`src/rtl/line_dma_pkg.sv`:
```
// Shared types and constants for the line-buffer to SDRAM frame copier.
package line_dma_pkg;

  typedef enum logic [2:0] {
    S_IDLE,
    S_WAIT_FRAME,
    S_WAIT_LINE,
    S_READ,
    S_WRITE,
    S_FRAME_END
  } state_t;

  localparam int unsigned BYTES_PER_WORD      = 8;
  localparam int unsigned DEF_WORDS_PER_LINE  = 80;
  localparam int unsigned DEF_LINES_PER_FRAME = 240;

endpackage

```
`src/rtl/line_dma_addr_gen.sv`:
```
// SDRAM byte address of one word: base + (line * WORDS_PER_LINE + word) * 8, wrapping at 32 bits.
module line_dma_addr_gen
  import line_dma_pkg::*;
#(
  parameter int unsigned WORDS_PER_LINE = DEF_WORDS_PER_LINE
) (
  input  logic [31:0] base,
  input  logic [9:0]  line,
  input  logic [8:0]  word,
  output logic [31:0] address
);

  localparam logic [31:0] WPL = 32'(WORDS_PER_LINE);
  localparam logic [31:0] BPW = 32'(BYTES_PER_WORD);

  logic [31:0] word_num;

  always_comb begin
    word_num = 32'(line) * WPL + 32'(word);
    address  = base + word_num * BPW;
  end

endmodule

```
`src/rtl/line_dma_ctrl.sv`:
```
// Copies completed video lines from a double line buffer into an SDRAM frame,
// one 64-bit word at a time through an Avalon-MM write master.
module line_dma_ctrl
  import line_dma_pkg::*;
#(
  parameter int unsigned WORDS_PER_LINE  = DEF_WORDS_PER_LINE,
  parameter int unsigned LINES_PER_FRAME = DEF_LINES_PER_FRAME
) (
  input  logic        clk,
  input  logic        rst_n,
  input  logic        dma_enable,
  input  logic [31:0] dma_base,
  input  logic        vid_vblank,
  input  logic        line_toggle,
  output logic [9:0]  lb_address,
  output logic        lb_read,
  input  logic        lb_ack,
  input  logic [63:0] lb_data,
  output logic [31:0] m_address,
  output logic        m_write,
  output logic [63:0] m_writedata,
  input  logic        m_waitrequest,
  output logic        dma_active,
  output logic [31:0] frame_counter,
  output logic        frame_done,
  output logic        overrun,
  input  logic        clear_overrun
);

  localparam logic [10:0] NUM_LINES = 11'(LINES_PER_FRAME);
  localparam logic [8:0]  LAST_WORD = 9'(WORDS_PER_LINE - 1);

  state_t      state, state_nxt;
  logic        vblank_d, toggle_d;
  logic        vblank_fall, vblank_rise, tog_edge, line_ok, busy;
  logic        frame_start, take_line, skip_line, wr_done;
  logic        vblank_pend, stop_pend, buf_sel;
  logic [31:0] base_q, addr_next;
  logic [10:0] line_idx;
  logic [9:0]  cur_line;
  logic [8:0]  word_idx;

  line_dma_addr_gen #(.WORDS_PER_LINE(WORDS_PER_LINE)) u_addr_gen (
    .base    (base_q),
    .line    (cur_line),
    .word    (word_idx),
    .address (addr_next)
  );

  assign vblank_fall = vblank_d & ~vid_vblank;
  assign vblank_rise = ~vblank_d & vid_vblank;
  assign tog_edge    = line_toggle ^ toggle_d;
  assign line_ok     = line_idx < NUM_LINES;
  assign busy        = (state == S_READ) || (state == S_WRITE);
  assign skip_line   = busy && tog_edge && line_ok;
  assign wr_done     = (state == S_WRITE) && !m_waitrequest;

  assign lb_read    = (state == S_READ);
  assign lb_address = lb_read ? {buf_sel, word_idx} : '0;
  assign m_write    = (state == S_WRITE);
  assign dma_active = (state != S_IDLE);
  assign frame_done = (state == S_FRAME_END);

  always_comb begin
    state_nxt   = state;
    frame_start = 1'b0;
    take_line   = 1'b0;
    case (state)
      S_IDLE:
        if (dma_enable) state_nxt = S_WAIT_FRAME;
      S_WAIT_FRAME:
        if (!dma_enable) state_nxt = S_IDLE;
        else if (vblank_fall) begin
          frame_start = 1'b1;
          state_nxt   = S_WAIT_LINE;
        end
      S_WAIT_LINE:
        if (!dma_enable) state_nxt = S_IDLE;
        else if (vblank_rise || vblank_pend) state_nxt = S_FRAME_END;
        else if (tog_edge && line_ok) begin
          take_line = 1'b1;
          state_nxt = S_READ;
        end
      S_READ:
        if (lb_ack) state_nxt = S_WRITE;
      S_WRITE:
        if (!m_waitrequest) begin
          if (stop_pend || !dma_enable) state_nxt = S_IDLE;
          else if (word_idx < LAST_WORD) state_nxt = S_READ;
          else state_nxt = S_WAIT_LINE;
        end
      S_FRAME_END:
        state_nxt = dma_enable ? S_WAIT_FRAME : S_IDLE;
      default:
        state_nxt = S_IDLE;
    endcase
  end

  always_ff @(posedge clk) begin
    if (!rst_n) state <= S_IDLE;
    else        state <= state_nxt;
  end

  // Edge detectors track the inputs through reset so no false edge follows it.
  always_ff @(posedge clk) begin
    vblank_d <= vid_vblank;
    toggle_d <= line_toggle;
  end

  always_ff @(posedge clk) begin
    if (!rst_n) begin
      base_q        <= '0;
      line_idx      <= '0;
      cur_line      <= '0;
      buf_sel       <= 1'b0;
      word_idx      <= '0;
      m_address     <= '0;
      m_writedata   <= '0;
      frame_counter <= '0;
      overrun       <= 1'b0;
      vblank_pend   <= 1'b0;
      stop_pend     <= 1'b0;
    end else begin
      if (frame_start) begin
        base_q   <= dma_base;
        line_idx <= '0;
      end else if (take_line || skip_line) begin
        line_idx <= line_idx + 11'd1;
      end
      if (take_line) begin
        cur_line <= line_idx[9:0];
        buf_sel  <= toggle_d;
        word_idx <= '0;
      end else if (wr_done && word_idx < LAST_WORD) begin
        word_idx <= word_idx + 9'd1;
      end
      if (lb_read && lb_ack) begin
        m_writedata <= lb_data;
        m_address   <= addr_next;
      end
      if (skip_line)          overrun <= 1'b1;
      else if (clear_overrun) overrun <= 1'b0;
      // Vblank and disable seen mid-word are deferred until the word is written.
      vblank_pend <= busy && (vblank_pend || vblank_rise);
      stop_pend   <= busy && (stop_pend || !dma_enable);
      if (state == S_FRAME_END) frame_counter <= frame_counter + 32'd1;
    end
  end

endmodule

```
`config.mk`:
```
export PLATFORM = sky130hd
export DESIGN_NAME = line_dma_ctrl
export DESIGN_NICKNAME = d
export VERILOG_FILES = /design/src/rtl/line_dma_pkg.sv /design/src/rtl/line_dma_addr_gen.sv /design/src/rtl/line_dma_ctrl.sv
export SDC_FILE = /design/constraint.sdc
export NUM_CORES = 1
export LEC_CHECK = 0
export CAP_MARGIN = 15
export CORE_MARGIN = 5
export CORE_UTILIZATION = 54
export DETAILED_ROUTE_END_ITERATION = 8
export PLACE_DENSITY_LB_ADDON = 0.15
export REMOVE_ABC_BUFFERS = 1
export SYNTH_ARGS = -nofsm -noshare
export SYNTH_HDL_FRONTEND = slang
export SYNTH_HIERARCHICAL = 1
export SYNTH_SLANG_ARGS = --single-unit
```
`constraint.sdc`:
```
create_clock -name clk -period 11.57 [get_ports clk]
set_input_delay 1.7355 -clock clk [delete_from_list [all_inputs] [get_ports clk]]
set_output_delay 1.7355 -clock clk [all_outputs]
set_load 0.01 [all_outputs]
```
==> results.md, run 1 <==
* Hold path start: base_q[2]
* Area Overhead vs Synth at 30.7%
* YS warnings at 6
* Total negative setup slack at 0 ns
* Met1 Usage GRT at 31.7%
* Hold path cells at 2
* Combinational power share at slightly above 6%
* CTS resizes at 0
* DP Worst Slack at 6.94 ns
* Placed inst area at 0.0123 mm²
* Max-Cap Viols at 0
* Final #Nets at roughly 1600
* DRT Pass-1 Iters at 5
* All-Layer GR Usage at approximately a quarter
* Register bit total from synthesis at 199
* R2R Setup Slk at 6.81 ns
* Vias per cell at 5.47
* GRT overflow at 0
* Post-Synthesis Cell Area at 0.00987 mm²
* Switching power of the nets at 320 µW
* WS Path Type: reg2reg
* Fin crit share at 41.1%
* Max H-tree Level at 4
* Crit path max fanout at 9
* First-pass GRT wire length at 42.7 mm
* Worst hold slack at 0.451 ns
* Post-CTS setup buffers at 0
* Reg clk slew, reported paths at 0.07 ns
* Int Power at just over 1000 µW
* Io pins at 247
* Clock power frac at 42.6%
* Post-synth EDFFs at 0
* Sink Count at 199
* Layout cells sized above 1 at 4.39%
* Critical-path cell list: ha_1 > ha_1 > fa_1 > a211oi_2 > nor2_1 > xor2_1 > o2111ai_1 > or2_4 > o32ai_2 > ha_1 > inv_1 > o21bai_1 > a21oi_1 > nor3_1 > a311oi_1 > o211ai_1 > nand2_1 > a21oi_1
* Worst hold-check path type: reg2reg
* Worst r2r dst: m_address[25]
* Max-slew violations at 0
* Met3 usage at 4.65%
* FP Rows at 49
* Vias in the first global route at 8478
* Post-route minimum period at ~4.8 ns
* Mapped Cells at between 1000 and 1500
* Clock Skew at ~0.0093 ns
* Sequential share of power at between 50% and 60%
* Residual DRC at 0
* Seq. cell area at 0.00398 mm²
* Status: finished clean
* RePlAce Congestion at approximately 0.87
* Worst setup margin at a little under 7 ns
* Final hold vios at 0
* Critical Path RT at 11.85 ns
* Core area at 0.0180 mm²
* Filler Cells Inserted at 1497
* DR iter-0 viols at 545
* Worst slew margin at 27.9%
* CP Launch Type: register
* Die H at 145 µm
* Final Util at a little under three quarters
* Root buf cell: clkbuf_16
* Finish-stage setup viols at 0
* Max VDD drop at approximately 0.10 mV
* Worst setup path start: cur_line[1]
* FMAX at 210 MHz
* Mapped Avg Cell Area at 8.06 µm²
* Die span in x at 145 µm
* Synth Flop Type: dfxtp_1
* WL per Instance at approximately 16 µm
* Switching part of the total power at approximately a quarter
* Worst-Margin Slew at 1.07 ns
* Worst R2R Path Depth at 18
* Antenna diodes at 0
* Post-synth cell types at 78
* Initial Utilization at 54.9%
* Die area at 0.0211 mm²
* Skew-Pair Late Insertion Delay at about 0.43 ns
* Longest Clk Path Bufs at 2
* Crit end category: register
* Leakage at 0.00483 µW
* Hpwl dp at 18.9 mm
* Post-CTS Hold Fix Bufs at 0
* Design area at 0.0129 mm²
* Worst Hold Path EP: m_address[2]
* Multi-input gate area at 0.00550 mm²
* Seq/Total Area, Yosys at between 40% and 50%
* CTS Buf Count at 17
* RSZ-0062 raised after global routing: no
* Remaining antenna violation count after routing at 0
* Pwr/cell area at 105 mW/mm²
* Final wirelength at between 20 and 30 mm
* Ys async rst share at 0%
* Largest net degree at the start of global routing at 97
* Slowest stage delay, CP at ~0.54 ns
* CP arrival at 5.03 ns
* Launch point of the worst reg-to-reg path: cur_line[1]
* TritonCTS clock tree: done
* I/O Buffers at ~250
* Vias at slightly above 9000
* Worst path most repeated cell: ha_1
* GR Util met2 at 39.7%
* Slowest cell on the critical path: a21oi_1
* Most Crowded Layer GR: met2
* Antenna violations before repair at 0
-- state kept, by name, indices dropped and copies added (netlist names), 3 cells and up --
| register | cells |
|---|---|
| base_q | 32 |
| line_idx | 11 |
| cur_line | 10 |
| m_writedata | 64 |
| m_address | 32 |
| frame_counter | 32 |
| state | 3 |
| word_idx | 9 |
-- stage by stage --
step / power (µW) / instances
finish: 1360 / 1664
global route: 1400 / 1664
CTS: 1370 / 1664
detailed placement: 795 / 1633
global placement: 795 / 1633
floorplan: 742 / 1155
-- logic make-up (layout without fill, tap and decap cells) --
logic type / Yosys count / after routing / synth area share [%]
XOR/XNOR: 75 / 75 / 6.66
other: 1 / 1 / 0.0380
adder cells (fa/ha/maj): 47 / 47 / 6.19
buffers and inverters: 89 / 299 / 4.02
AND/OR/NAND/NOR: 547 / 547 / 25.8
flip-flops: 199 / 199 / 40.4
AO/OA/AOI/OAI: 253 / 253 / 15.5
multiplexers: 14 / 14 / 1.43
-- critical path: cells and delay by family (launching register included) --
family / cells / cell delay (ns)
AOI/OAI and AO/OA: 8 / 1.94
xor gates and xnor gates: 1 / 0.22
adders and majority gates: 4 / 1.29
buffers and inverters: 1 / 0.14
DFF: 1 / 0.42
and+or+nand+nor: 4 / 0.57
-- layout by cell type (no fill, tap or decap), drive strengths merged, types with 13 or more instances in the layout --
master and count:
and3 16, o21ai 16, clkbuf 17, ha 44, xnor2 37, xor2 38, nand4 17, nor2 87
clkdlybuf4s50 246, nand3 45, dfxtp 199, nand2 291, inv 25, a21oi 168, mux2i 13, a21o 15
and2 28
-- how the worst max path moves through the flow --
stage	endpoint	cells after the start
finish	m_address[25]	18
global route	m_address[25]	18
CTS	m_address[25]	18
detailed placement	m_address[29]	18
global placement	m_address[25]	18
floorplan	m_address[25]	18
-- routing by layer --
metal	vias to the layer above	part of all wire [%]
met4	0	2.1
met3	34	5.2
met2	258	48
met1	4243	45
li1	4568	-
met5	-	0
-- synthesized netlist by cell type (11+ instances only) --
library cell | count | area [µm²]
ha_1 | 44 | 551
mux2i_1 | 13 | 130
buf_2 | 14 | 70.1
nor2_1 | 86 | 323
and3_1 | 16 | 100
inv_1 | 18 | 67.6
dfxtp_1 | 199 | 3980
nand3_1 | 44 | 220
nand4_1 | 17 | 106
and2_1 | 28 | 175
a21oi_1 | 167 | 836
nand2_1 | 290 | 1090
a21o_1 | 15 | 113
nor3_1 | 11 | 55.1
xor2_1 | 38 | 333
clkbuf_1 | 46 | 173
xnor2_1 | 37 | 324
-- cell type report --
| cell class | instances | area share, % |
|---|---|---|
| clock buffer | 17 | 3.30 |
| clock inverter | 14 | 1.12 |
| inverter | 19 | 0.572 |
| multi-input combinational | 937 | 42.7 |
| sequential | 199 | 30.9 |
| tap | 229 | 2.22 |
| timing repair buffer | 249 | 19.3 |
-- power groups by stage --
stage                     Combinational (µW)  Sequential [µW]  Clock [µW]
final                                   84.5              695         578
after global routing                    91.1              696         616
after CTS                               84.5              695         588
after detailed placement                83.8              711           0
after global placement                  83.7              711           0
after floorplan                         32.2              710           0
Note: power is estimated with default switching activity, not from simulation.
==> run 2, diff against run 1 <==
--- a/config.mk
+++ b/config.mk
@@ -7,7 +7,7 @@
 export LEC_CHECK = 0
 export CAP_MARGIN = 15
 export CORE_MARGIN = 5
-export CORE_UTILIZATION = 54
+export CORE_UTILIZATION = 45
 export DETAILED_ROUTE_END_ITERATION = 8
 export PLACE_DENSITY_LB_ADDON = 0.15
 export REMOVE_ABC_BUFFERS = 1
==> constraint.sdc (replaced) <==
create_clock -name clk -period 4.1 [get_ports clk]
set_input_delay 0.615 -clock clk [delete_from_list [all_inputs] [get_ports clk]]
set_output_delay 0.615 -clock clk [all_outputs]
set_load 0.01 [all_outputs]
==> run 2 against run 1 <==
Highest routed layer unchanged. Fmax increased by 17%. Sequential share of layout area decreased by 1.4 points. Critical path type unchanged. Combinational power grew to 2.9 times the previous value. Largest cell class unchanged. Die area is 19% higher. Power grew to 2.9 times the previous value. Cell area rose by 4.9%. Wire length grew 3.7%. Hold slack improved by 0.0024 ns.
==> results.md, run 2 (synthesis gave the netlist of run 1 again) <==
* Status: finished clean
* All-Layer GR Usage at 21.5%
* Final #Nets at 1613
* DR iter-0 viols at between 500 and 600
* Layout cells sized above 1 at 9.36%
* Fin crit share at approximately 100%
* Final hold vios at 0
* CP Launch Type: register
* DP Worst Slack at -0.0511 ns
* Critical-path cell list: ha_1 > ha_1 > or2_2 > a21oi_1 > a21oi_2 > xnor2_2 > nor4b_4 > xnor2_2 > ha_1 > buf_6 > nand4_1 > or3_4 > o21ai_2 > a311oi_1 > o211ai_1 > nand2_1 > a21oi_1
* Slowest stage delay, CP at 0.45 ns
* Hold path cells at 2
* Largest net degree at the start of global routing at 97
* Io pins at 247
* WL per Instance at 15.8 µm
* Worst hold-check path type: reg2reg
* Clock Skew at around 0.0083 ns
* FMAX at around 240 MHz
* Post-CTS Hold Fix Bufs at 0
* Max H-tree Level at 4
* Worst setup margin at 0.0173 ns
* Finish-stage setup viols at 0
* RSZ-0062 raised after global routing: yes
* Final wirelength at ~28 mm
* Die H at 158 µm
* WS Path Type: reg2reg
* Die area at 0.0250 mm²
* Final Total Pwr at 3910 µW
* Die span in x at 158 µm
* First-pass GRT wire length at 44.1 mm
* Residual DRC at 0
* DRT Pass-1 Iters at 5
* Max-slew violations at 0
* Root buf cell: clkbuf_16
* Layout Cells excl Fill at 1755
* RePlAce Congestion at 0.913
* Largest register FFs at 64
* Most frequent cells in the layout: 288 x nand2_1, 246 x clkdlybuf4s50_1, 194 x dfxtp_1
* Placed insts at 1717
* Antenna violations before repair at 0
* Vias per cell at approximately 5.2
* Skew-Pair Late Insertion Delay at 0.44 ns
* I/O Buffers at 246
* CP arrival at 4.45 ns
* Worst path most repeated cell: ha_1
* Worst R2R Path Depth at 17
* Longest Clk Path Bufs at 2
* Worst slew margin at between 20% and 30%
* CTS Buf Count at 17
* TritonCTS clock tree: done
* Met1 Usage GRT at between 20% and 30%
* Met3 usage at 5.06%
* Remaining antenna violation count after routing at 0
* Antenna diodes at 0
* GRT overflow at 0
* Critical Path RT at around 4.5 ns
* Vias in the first global route at 8771
* Crit end category: register
* Core area at 0.0217 mm²
* Worst-Margin Slew at 1.08 ns
* Post-route minimum period at 4.08 ns
* Sink Count at 199
* FP Rows at 54
* Vias at 9177
* Leakage at 0.00508 µW
* Most Crowded Layer GR: met2
* Slowest cell on the critical path: or3_4
* GR Util met2 at a little over a third
* Most flops, register: m_writedata
* Area Overhead vs Synth at 37.1%
* Reg clk slew, reported paths at 0.08 ns
* Most common cell after layout, fill and taps aside: nand2_1
* Max-Cap Viols at 0
* Hpwl dp at 19.6 mm
* Initial Utilization at a little under half
* Pwr/cell area at roughly 290 mW/mm²
* Max VDD drop at 0.265 mV
* Crit path max fanout at 5
[run 2: cell types whose count changed in the layout (fill, tap and decap cells not counted), sizes merged]
cell      previous run  this run
inv                 25        28
clkinv               5         3
buf                  3        42
clkbuf              17        18
clkinvlp             2         1
[run 2: path summary, 6_finish.rpt]
kind | start | end | slack (ns)
hold / removal | m_writedata[15] | m_writedata[15] | 0.45
setup reg to reg | cur_line[6] | m_address[25] | 0.02
hold reg to reg | m_writedata[15] | m_writedata[15] | 0.45
setup / recovery | cur_line[6] | m_address[25] | 0.02
[run 2: cell type report]
type / instances / area (µm²)
clock buffers: 18 / 429
clock inverters: 14 / 159
fillers: 1898 / 8160
inverters: 19 / 73.8
multi-input cells: 937 / 5730
flip-flops and latches: 199 / 3990
well taps: 280 / 350
repair buffers: 288 / 2800
[run 2: critical path, delay by kind of cell, from the launching register on]
| family | cells | cell delay [ns] |
|---|---|---|
| XOR/XNOR | 2 | 0.33 |
| flip-flops | 1 | 0.34 |
| AO/OA/AOI/OAI | 6 | 0.80 |
| AND/OR/NAND/NOR | 5 | 1.41 |
| adder cells (fa/ha/maj) | 3 | 1.01 |
| buffers and inverters | 1 | 0.11 |
[run 2: metrics by stage]
stage	instance area, µm²	utilization [%]	TNS, ns	hold slack (ns)
final	13500	62.4	0	0.453
after global routing	13500	62.4	-0.261	0.470
after CTS	13300	61.5	0	0.457
after detailed placement	12700	58.4	-0.218	0.446
after global placement	12700	58.4	0	0.438
after floorplan	9540	-	-0.290	0.432
[run 2: repair_timing]
item	4_1_cts	5_1_grt
pin swaps	9	21
endpoints found under the setup margin	10	12
resized for setup	11	38
setup buffers	3	3
[run 2: routing by layer]
metal	up-vias	part of all wire, %
li1	4653	-
met1	4250	45
met2	245	47
met3	29	6.4
met4	0	1.6
met5	-	0
[run 2: power by group]
group | internal [µW] | leakage (µW) | switching (µW)
Clock | 873 | 0.000288 | 831
Combinational | 136 | 0.00318 | 111
Sequential | 1940 | 0.00161 | 18.1
